`src/rtl/bcd_timer_pkg.sv`:
```
// Shared types and derivations for the BCD lap timer.
// Digit moduli, state encoding and time-word width.
package bcd_timer_pkg;

    typedef enum logic [1:0] {
        S_IDLE  = 2'd0,
        S_RUN   = 2'd1,
        S_PAUSE = 2'd2,
        S_DONE  = 2'd3
    } state_t;

    localparam int unsigned MOD_DEC   = 10;
    localparam int unsigned MOD_SEC_H = 6;

    function automatic int unsigned time_width(input int unsigned frac_digits);
        return 16 + 4 * frac_digits;
    endfunction

    // Digit index 0 is the least significant fraction digit.
    function automatic int unsigned digit_mod(input int unsigned idx,
                                              input int unsigned frac_digits);
        return (idx == frac_digits + 1) ? MOD_SEC_H : MOD_DEC;
    endfunction

endpackage

```
`src/rtl/bcd_lap_timer_digit.sv`:
```
// One BCD digit with load clamp, up/down stepping and ripple carry/borrow.
// carry is combinational so a full ripple settles within one cycle.
module bcd_digit_cnt
    import bcd_timer_pkg::*;
#(
    parameter int unsigned MOD = MOD_DEC
) (
    input  logic       clk,
    input  logic       rst,
    input  logic       clr,
    input  logic       load,
    input  logic [3:0] load_val,
    input  logic       en,
    input  logic       down,
    output logic [3:0] q,
    output logic       carry
);

    localparam logic [3:0] MAX = 4'(MOD - 1);

    logic at_edge;

    assign at_edge = down ? (q == 4'd0) : (q == MAX);
    assign carry   = en && at_edge;

    always_ff @(posedge clk or posedge rst) begin
        if (rst) begin
            q <= '0;
        end else if (clr) begin
            q <= '0;
        end else if (load) begin
            q <= (load_val > MAX) ? MAX : load_val;
        end else if (en) begin
            if (at_edge)
                q <= down ? MAX : 4'd0;
            else
                q <= down ? q - 4'd1 : q + 4'd1;
        end
    end

endmodule

```
`src/rtl/bcd_lap_timer.sv`:
```
// Stopwatch / countdown timer in BCD with sticky alarm, overflow and a lap FIFO.
// Commands are single-cycle; priority clear > load > stop > start.
module bcd_lap_timer
    import bcd_timer_pkg::*;
#(
    parameter  int unsigned TICK_DIV    = 500000,
    parameter  int unsigned FRAC_DIGITS = 2,
    parameter  int unsigned LAP_DEPTH   = 8,
    localparam int unsigned TW          = time_width(FRAC_DIGITS),
    localparam int unsigned CW          = $clog2(LAP_DEPTH) + 1
) (
    input  logic          clk,
    input  logic          rst,
    input  logic          start,
    input  logic          stop,
    input  logic          clear,
    input  logic          load,
    input  logic          lap,
    input  logic          mode,
    input  logic [TW-1:0] preset_time,
    input  logic [TW-1:0] alarm_time,
    input  logic          lap_rd,
    output logic [TW-1:0] time_now,
    output logic          tick,
    output logic          running,
    output logic          done,
    output logic          alarm,
    output logic          overflow,
    output logic [TW-1:0] lap_time,
    output logic          lap_empty,
    output logic          lap_full,
    output logic [CW-1:0] lap_count
);

    localparam int unsigned ND = 4 + FRAC_DIGITS;
    localparam int unsigned PW = $clog2(TICK_DIV);
    localparam int unsigned AW = CW - 1;
    localparam logic [PW-1:0] PRESC_MAX = PW'(TICK_DIV - 1);

    state_t state, state_nxt;
    logic [PW-1:0] presc;
    logic dir;
    logic step, do_load, do_start;
    logic [ND:0] en;

    always_comb begin
        state_nxt = state;
        do_load   = 1'b0;
        do_start  = 1'b0;
        step      = 1'b0;
        if (clear) begin
            state_nxt = S_IDLE;
        end else if (load && state != S_RUN) begin
            do_load   = 1'b1;
            state_nxt = S_IDLE;
        end else if (stop && state == S_RUN) begin
            state_nxt = S_PAUSE;
        end else if (start && (state == S_IDLE || state == S_PAUSE)) begin
            do_start  = 1'b1;
            state_nxt = (mode && time_now == '0) ? S_DONE : S_RUN;
        end else if (state == S_RUN && presc == PRESC_MAX) begin
            step = 1'b1;
            // A down step from one LSD lands on zero.
            if (dir && time_now == TW'(1))
                state_nxt = S_DONE;
        end
    end

    always_ff @(posedge clk or posedge rst) begin
        if (rst) begin
            state    <= S_IDLE;
            presc    <= '0;
            dir      <= 1'b0;
            tick     <= 1'b0;
            alarm    <= 1'b0;
            overflow <= 1'b0;
        end else begin
            state <= state_nxt;
            tick  <= step;
            if (state != S_RUN)
                dir <= mode;
            if (clear) begin
                presc    <= '0;
                alarm    <= 1'b0;
                overflow <= 1'b0;
            end else begin
                if ((do_start && state == S_IDLE) || step)
                    presc <= '0;
                else if (state == S_RUN && state_nxt == S_RUN)
                    presc <= presc + PW'(1);
                if (state == S_RUN && time_now == alarm_time)
                    alarm <= 1'b1;
                if (step && !dir && en[ND])
                    overflow <= 1'b1;
            end
        end
    end

    assign en[0] = step;

    for (genvar i = 0; i < ND; i++) begin : g_digit
        logic [3:0] q;
        bcd_digit_cnt #(
            .MOD(digit_mod(i, FRAC_DIGITS))
        ) u_digit (
            .clk     (clk),
            .rst     (rst),
            .clr     (clear),
            .load    (do_load),
            .load_val(preset_time[4*i +: 4]),
            .en      (en[i]),
            .down    (dir),
            .q       (q),
            .carry   (en[i+1])
        );
        assign time_now[4*i +: 4] = q;
    end

    assign running = (state == S_RUN);
    assign done    = (state == S_DONE);

    logic [TW-1:0] mem [LAP_DEPTH];
    logic [AW-1:0] wr_ptr, rd_ptr;
    logic [CW-1:0] cnt;
    logic push, pop;

    assign lap_empty = (cnt == '0);
    assign lap_full  = (cnt == CW'(LAP_DEPTH));
    assign lap_count = cnt;
    assign lap_time  = lap_empty ? '0 : mem[rd_ptr];

    // A pop in the same cycle frees the slot the push needs.
    assign pop  = lap_rd && !lap_empty && !clear;
    assign push = lap && (state == S_RUN || state == S_PAUSE) && !clear
                  && (!lap_full || pop);

    always_ff @(posedge clk or posedge rst) begin
        if (rst) begin
            wr_ptr <= '0;
            rd_ptr <= '0;
            cnt    <= '0;
        end else if (clear) begin
            wr_ptr <= '0;
            rd_ptr <= '0;
            cnt    <= '0;
        end else begin
            if (push)
                wr_ptr <= wr_ptr + AW'(1);
            if (pop)
                rd_ptr <= rd_ptr + AW'(1);
            if (push && !pop)
                cnt <= cnt + CW'(1);
            else if (pop && !push)
                cnt <= cnt - CW'(1);
        end
    end

    always_ff @(posedge clk) begin
        if (push)
            mem[wr_ptr] <= time_now;
    end

endmodule
```
`config.mk`:
```
export PLATFORM = sky130hd
export DESIGN_NAME = bcd_lap_timer
export DESIGN_NICKNAME = d
export VERILOG_FILES = /design/src/rtl/bcd_timer_pkg.sv /design/src/rtl/bcd_lap_timer_digit.sv /design/src/rtl/bcd_lap_timer.sv
export SDC_FILE = /design/constraint.sdc
export NUM_CORES = 1
export LEC_CHECK = 0
export ABC_AREA = 1
export CORE_MARGIN = 10
export CORE_UTILIZATION = 53
export DETAILED_ROUTE_END_ITERATION = 6
export MAX_ROUTING_LAYER = met4
export PLACE_DENSITY = 0.75
export SLEW_MARGIN = 20
export SYNTH_ARGS = -nofsm -noshare
export SYNTH_HDL_FRONTEND = slang
export SYNTH_SLANG_ARGS = --single-unit
```
`constraint.sdc`:
```
create_clock -name clk -period 4.3 [get_ports clk]
set_input_delay 0.645 -clock clk [delete_from_list [all_inputs] [get_ports clk]]
set_output_delay 0.645 -clock clk [all_outputs]
set_load 0.01 [all_outputs]
```
Yosys cells after proc, flatten, opt, wreduce, memory -nomap -nowiden
Memory sizes are Yosys's and may differ from the RTL's.
Index checks and enable logic that the tools add are counted.

storage, ports and cells
  register bits after elaboration = 59
  memory bits (writable) = 192
  input port bits = 57
  output and inout port bits = 59
  logic and storage cells = 188
  memories = 1

memory list
  memory  depth  bits a word  read ports  clocked after Yosys merged registers in  wr ports  RTL line              source
  mem     8      24           1           0                                        1         bcd_lap_timer.sv:122  logic [TW-1:0] mem [LAP_DEPTH];

cells by class
  add/subtract/negate cells = 17
  $lt $le $gt $ge = 6
  equal/unequal tests = 15
  mux-type cells = 79
  reduce and logical (&&, ||, !) cells = 55

operators with widths
  cell                                                  number
  2-to-1 mux 4 bit                                      40
  2-to-1 mux 19 bit                                     3
  adder 4 x 1 -> 4 bit, second input constant           7
  zero test 4 bit                                       7
  subtractor 4 x 1 -> 4 bit, second input constant      7
  == test 24 x 1 -> 1 bit, second input constant        1
  == test 24 bit                                        1
  == test 4 bit, second input constant                  6
  logical AND 1 bit                                     24
  zero test 24 bit                                      1
  2-to-1 mux 24 bit                                     1
  nonzero test 3 bit                                    8
  2-to-1 mux 1 bit                                      23
  greater-than comparator 4 bit, second input constant  5
  adder 19 x 1 -> 19 bit, second input constant         1
  == test 19 bit, second input constant                 1
  2-to-1 mux 3 bit                                      5
  2-to-1 mux 2 bit                                      7
  nonzero test 2 bit                                    4
  adder 3 x 1 -> 3 bit, second input constant           2
  zero test 1 bit                                       6
  == test 2 x 1 -> 1 bit, second input constant         2
  == test 2 bit, second input constant                  2
  == test 4 x 3 -> 1 bit, second input constant         1
  4 further kinds                                       7

Logic depth before layout (Yosys ltp)
  word-level depth = 16
  mapped depth = 16
  mapped depth without buffers = 15

Modules after synthesis
Synthesis repeated with hierarchy kept, for this count alone.

second synthesis, totals
  cell total of the unflattened synthesis = 1371
  area, all modules = 12732.2 um^2

by module, submodules not included
  module                                  instances  cells an instance  area an instance (um^2)  seq. area each (um^2)
  bcd_lap_timer                           1          991                10314.9                  6641.4
  bcd_digit_cnt (g_digit[2].u_digit ...)  3          62                 406.6                    100.1
  bcd_digit_cnt (g_digit[0].u_digit ...)  2          62                 384.1                    100.1
  bcd_digit_cnt (g_digit[3].u_digit)      1          70                 429.2                    100.1

Worst setup path before layout
No wires, ideal clock.

  kind = in2reg
  start point = in clear
  end point = mem mem[2][0] (netlist bit), enable pin
  library setup time = 435 ps
  arrival = 2992 ps
  required time = 3865 ps
  setup slack = 873 ps
  cell stages on the path = 8
  path buffers = 1
  cell sequence = buf_2 -> inv_2 -> nand3_1 -> inv_1 -> nand2_1 -> inv_2 -> nand2_1 -> nor3_1

on the way
  word-level cells in the longest chain between the ends = 6
  elaborated cells on any way between the ends = 7
  those cells by class = mux (2); reduce/logical (5)

RTL lines
  item                                        RTL line                                    source
  start, declared                             bcd_lap_timer.sv:16                         input logic clear,
  zero test 1 bit (*)                         bcd_lap_timer.sv:133, bcd_lap_timer.sv:134
  logical AND 1 bit                           bcd_lap_timer.sv:133                        assign pop = lap_rd && !lap_empty && !clear;
  logical OR 1 bit                            bcd_lap_timer.sv:135                        && (!lap_full || pop);
  logical AND 1 bit (*)                       bcd_lap_timer.sv:135
  2-to-1 mux 1 bit (*)                        bcd_lap_timer.sv:159                        if (push)
  2-to-1 mux 1 bit (implied by the code) (*)  bcd_lap_timer.sv:160                        mem[wr_ptr] <= time_now;
  end, declared                               bcd_lap_timer.sv:122

Mark *: on every way between the ends. The rest lies on a longest branch, timed or not.

Worst setup path after layout
  start point = reg rd_ptr[0]
  end point = out lap_time[2]

on the way
  word-level cells in the longest chain between the ends = 2

RTL lines
  item                    RTL line              source
  start, declared         bcd_lap_timer.sv:123  logic [AW-1:0] wr_ptr, rd_ptr;
  start signal, assigned  bcd_lap_timer.sv:150  rd_ptr <= rd_ptr + AW'(1);
  memory (8 x 24 bit)     -
  2-to-1 mux 24 bit       bcd_lap_timer.sv:130  assign lap_time = lap_empty ? '0 : mem[rd_ptr];
  end, declared           bcd_lap_timer.sv:29   output logic [TW-1:0] lap_time,

Every way passes these cells.

==> run metrics <==
status finished, final reports clean; Top delay family on crit path buffers and inverters; Post-Syn Area 12400 um2; CTS tree built; WHS 556 ps; Leak 5.85 nW; Slew Viols, Final 0; worst skew pair latency 530 ps; critical path startpoint category register; total stage count of the critical path 6; Worst Hold Endpoint presc[17]$_DFFE_PP0P_; Cell Rows 55; Slowest cell on crit path dfrtp_2; Yosys Warn Count 0; Worst R2R End lap_count[3]$_DFFE_PP0P_; DPL Wire Length 21100 um; Clock Pin Slew Worst Setup and Hold Paths 60 ps; normalized max-slew margin 43.5%; Min-Delay Path Class reg -> reg; antenna violations before repair 0; Highest Clock Rate 271 MHz; # clock sinks 251; Syn Inst Count 1264; Die W 173 um; Post-DP Area 13900 um2; post-CTS sizing 0; hold-critical path depth 2; CP arrival 3050 ps; share of layout cells above drive strength 1 8.60%; Avg WL per Cell 18.6 um; RR Startpoint lap_count[0]$_DFFE_PP0P_; global route overflow 0; Buffers & Inverters on Critical Path 2; Critical Path Fanout Max 34; # DRC 0; worst clock skew 12.0 ps; CP dominant cell by count o21ai_0; combinational power share 29.5%; WS Path Type reg -> out; Setup TNS 0 ps; syn_nets 1349; PD cells 508 nW/um2; peak per-stage delay on the critical path 750 ps; Switching Share 32.7%; routability congestion estimate 0.966; Post-CTS Setup Repair Bufs 0; sequential share of power 41.5%; root buf cell clkbuf_16; largest net degree at the start of global routing 50; post-synthesis sequential area ratio 58.4%; total chip power 7.49 mW; Slew @ Worst Pin 846 ps; die area 29900 um2; Tmin final 3690 ps; drt via density 5.70; via count 9746; worst r2r path cells 14; fillers 1817; Reg area 7240 um2; port buffer count 115; Setup crit start rd_ptr[0]$_DFFE_PP0P_; Worst Path Required 3650 ps; Initial Util 54.3%; DRT iter0 DRCs 1040; Final Cycle Share 85.9%; Yosys cell types 54; drt first pass iters 5; top-level I/O count 116; Setup Viol. Count Final 0; multi-input logic area 4490 um2; vias in the first global route 9572; crit path capture type output pin; CTS hold repair buffers 0; total of max-cap violations 0; core area 22800 um2; r2r setup slk 1370 ps; CTS H-tree lvls 1; ant diodes 0; Switch Pwr 2.45 mW; unrepaired setup endpoints after global routing false; Finished Core Util 64.6%; die height 173 um; final instance area 14700 um2; internal power 5.04 mW; FF+latch count, synth 251; Peak VDD IR 0.259 mV; clk buf depth 3; TritonCTS Buffers 26; clock share of power 29.0%; critical path, cell by cell buf_4 > o21ai_0 > o22ai_1 > o21ai_0 > a31oi_1 > clkdlybuf4s50_1; hold_sp presc[17]$_DFFE_PP0P_; Antenna Nets Post-Route 0; first-pass GRT wire length 50900 um; syn avg cell area 9.81 um2; final wirelength 31900 um; final hold violation count 0; Net count, final 1463; Total GRT Usage 21.3%; Area Overhead vs Synth 18.9%
==> worst max path at each step <==
stage | end
floorplan | mem[2][0]$_DFFE_PP_
global placement | lap_count[3]$_DFFE_PP0P_
detailed placement | lap_count[3]$_DFFE_PP0P_
CTS | lap_time[0]
global route | lap_time[8]
finish | lap_time[2]
==> synthesized netlist by cell type, drive strengths merged <==
library cell  count  area, um2
a211o             1       8.76
a211oi            2       15.0
a21boi            1       7.51
a21o              2       15.0
a21oi            23        126
a221oi            1       8.76
a22o              1       8.76
a22oi             1       7.51
a31oi            25        156
a32oi             2       17.5
buf              18        118
bufinv            1       17.5
clkbuf           36        135
clkinv            1       3.75
dfrtp            59       1480
edfxtp          192       5770
fa                7        140
ha               21        263
inv             112        420
nand2           186        748
nand3            51        305
nand3b            4       30.0
nand4            30        194
nor2            225        875
nor3              9       50.1
nor4              3       18.8
o2111ai           1       8.76
o211ai            3       22.5
o21a              2       15.0
o21ai           161        810
o21bai            1       7.51
o22ai            38        238
o32ai             2       17.5
or2               5       31.3
xnor2            11       96.3
xor2             26        228
==> metrics by stage <==
stage | worst slack, ps | cells
global placement | 1100 | 1663
global route | 433 | 1709
CTS | 605 | 1709
detailed placement | 969 | 1663
finish | 605 | 1709
floorplan | 873 | 1264
==> per-layer routing <==
metal	part of all wire (%)	vias up	global-route usage, %	routed length, um
li1	-	4603	-	-
met1	43	4675	27.9	13700
met2	48	427	34.3	15200
met3	7.8	41	3.22	2470
met4	1.4	0	4.96	448
met5	0	-	-	0
==> cells by family (layout without fill, tap and decap cells) <==
logic type,after synthesis,after routing,synth area share (%)
AOI/OAI and AO/OA,267,267,12.0
adders and majority gates,28,28,3.25
and+or+nand+nor,513,513,18.2
xor gates and xnor gates,37,37,2.61
buffers and inverters,168,300,5.60
DFF,251,251,58.4
==> cells in the final DEF, fill, tap and decap left out, types with 3 or more instances in the layout <==
cell type | Yosys | routed
nor2_1 | 219 | 213
edfxtp_1 | 192 | 192
nand2_1 | 174 | 174
o21ai_0 | 150 | 150
clkdlybuf4s50_1 | 0 | 115
inv_1 | 101 | 99
dfrtp_1 | 59 | 58
nand3_1 | 41 | 41
o22ai_1 | 38 | 38
nand4_1 | 29 | 29
clkbuf_16 | 0 | 27
xor2_1 | 26 | 26
a31oi_1 | 25 | 25
buf_4 | 1 | 24
a21oi_1 | 22 | 22
ha_1 | 21 | 21
inv_2 | 11 | 13
xnor2_1 | 11 | 11
nand3_2 | 10 | 10
o21ai_1 | 10 | 10
nor2_2 | 3 | 9
nand2_2 | 8 | 8
fa_1 | 7 | 7
nor3_1 | 8 | 6
clkinv_1 | 1 | 5
clkbuf_1 | 36 | 5
nand2_4 | 4 | 4
nand3b_1 | 4 | 4
clkinvlp_4 | 0 | 4
nor3_2 | 1 | 3
nor2_4 | 3 | 3
or2_2 | 3 | 3
nor4_1 | 3 | 3
o211ai_1 | 3 | 3
clkinv_2 | 0 | 3
==> cell type report <==
| type | count | share of cell area [%] |
|---|---|---|
| inverter | 114 | 2.99 |
| timing repair buffer | 140 | 9.16 |
| tap | 313 | 2.66 |
| clock inverter | 14 | 0.891 |
| multi-input combinational | 845 | 30.5 |
| sequential | 251 | 49.1 |
| clock buffer | 32 | 4.71 |
==> power groups by stage <==
stage               combinational [mW]  clock, mW  sequential, mW
CTS                               2.23       2.20            3.10
floorplan                         1.26          0            3.04
global placement                  2.16          0            3.14
finish                            2.21       2.17            3.10
global route                      2.46       2.29            3.13
detailed placement                2.22          0            3.15
==> registers in the layout (all words and copies together) (netlist names) <==
signal	flops
alarm	1
dir	1
g_digit.u_digit.q	24
lap_count	4
mem	192
overflow	1
presc	19
rd_ptr	3
state	2
tick	1
wr_ptr	3
==> tightest hold or removal path, stage by stage, from the launching register on <==
cell,delay (ps)
dfrtp_1,380
nand3_1,90
nand2_1,60
No activity file was read; power rests on OpenSTA's default activity.
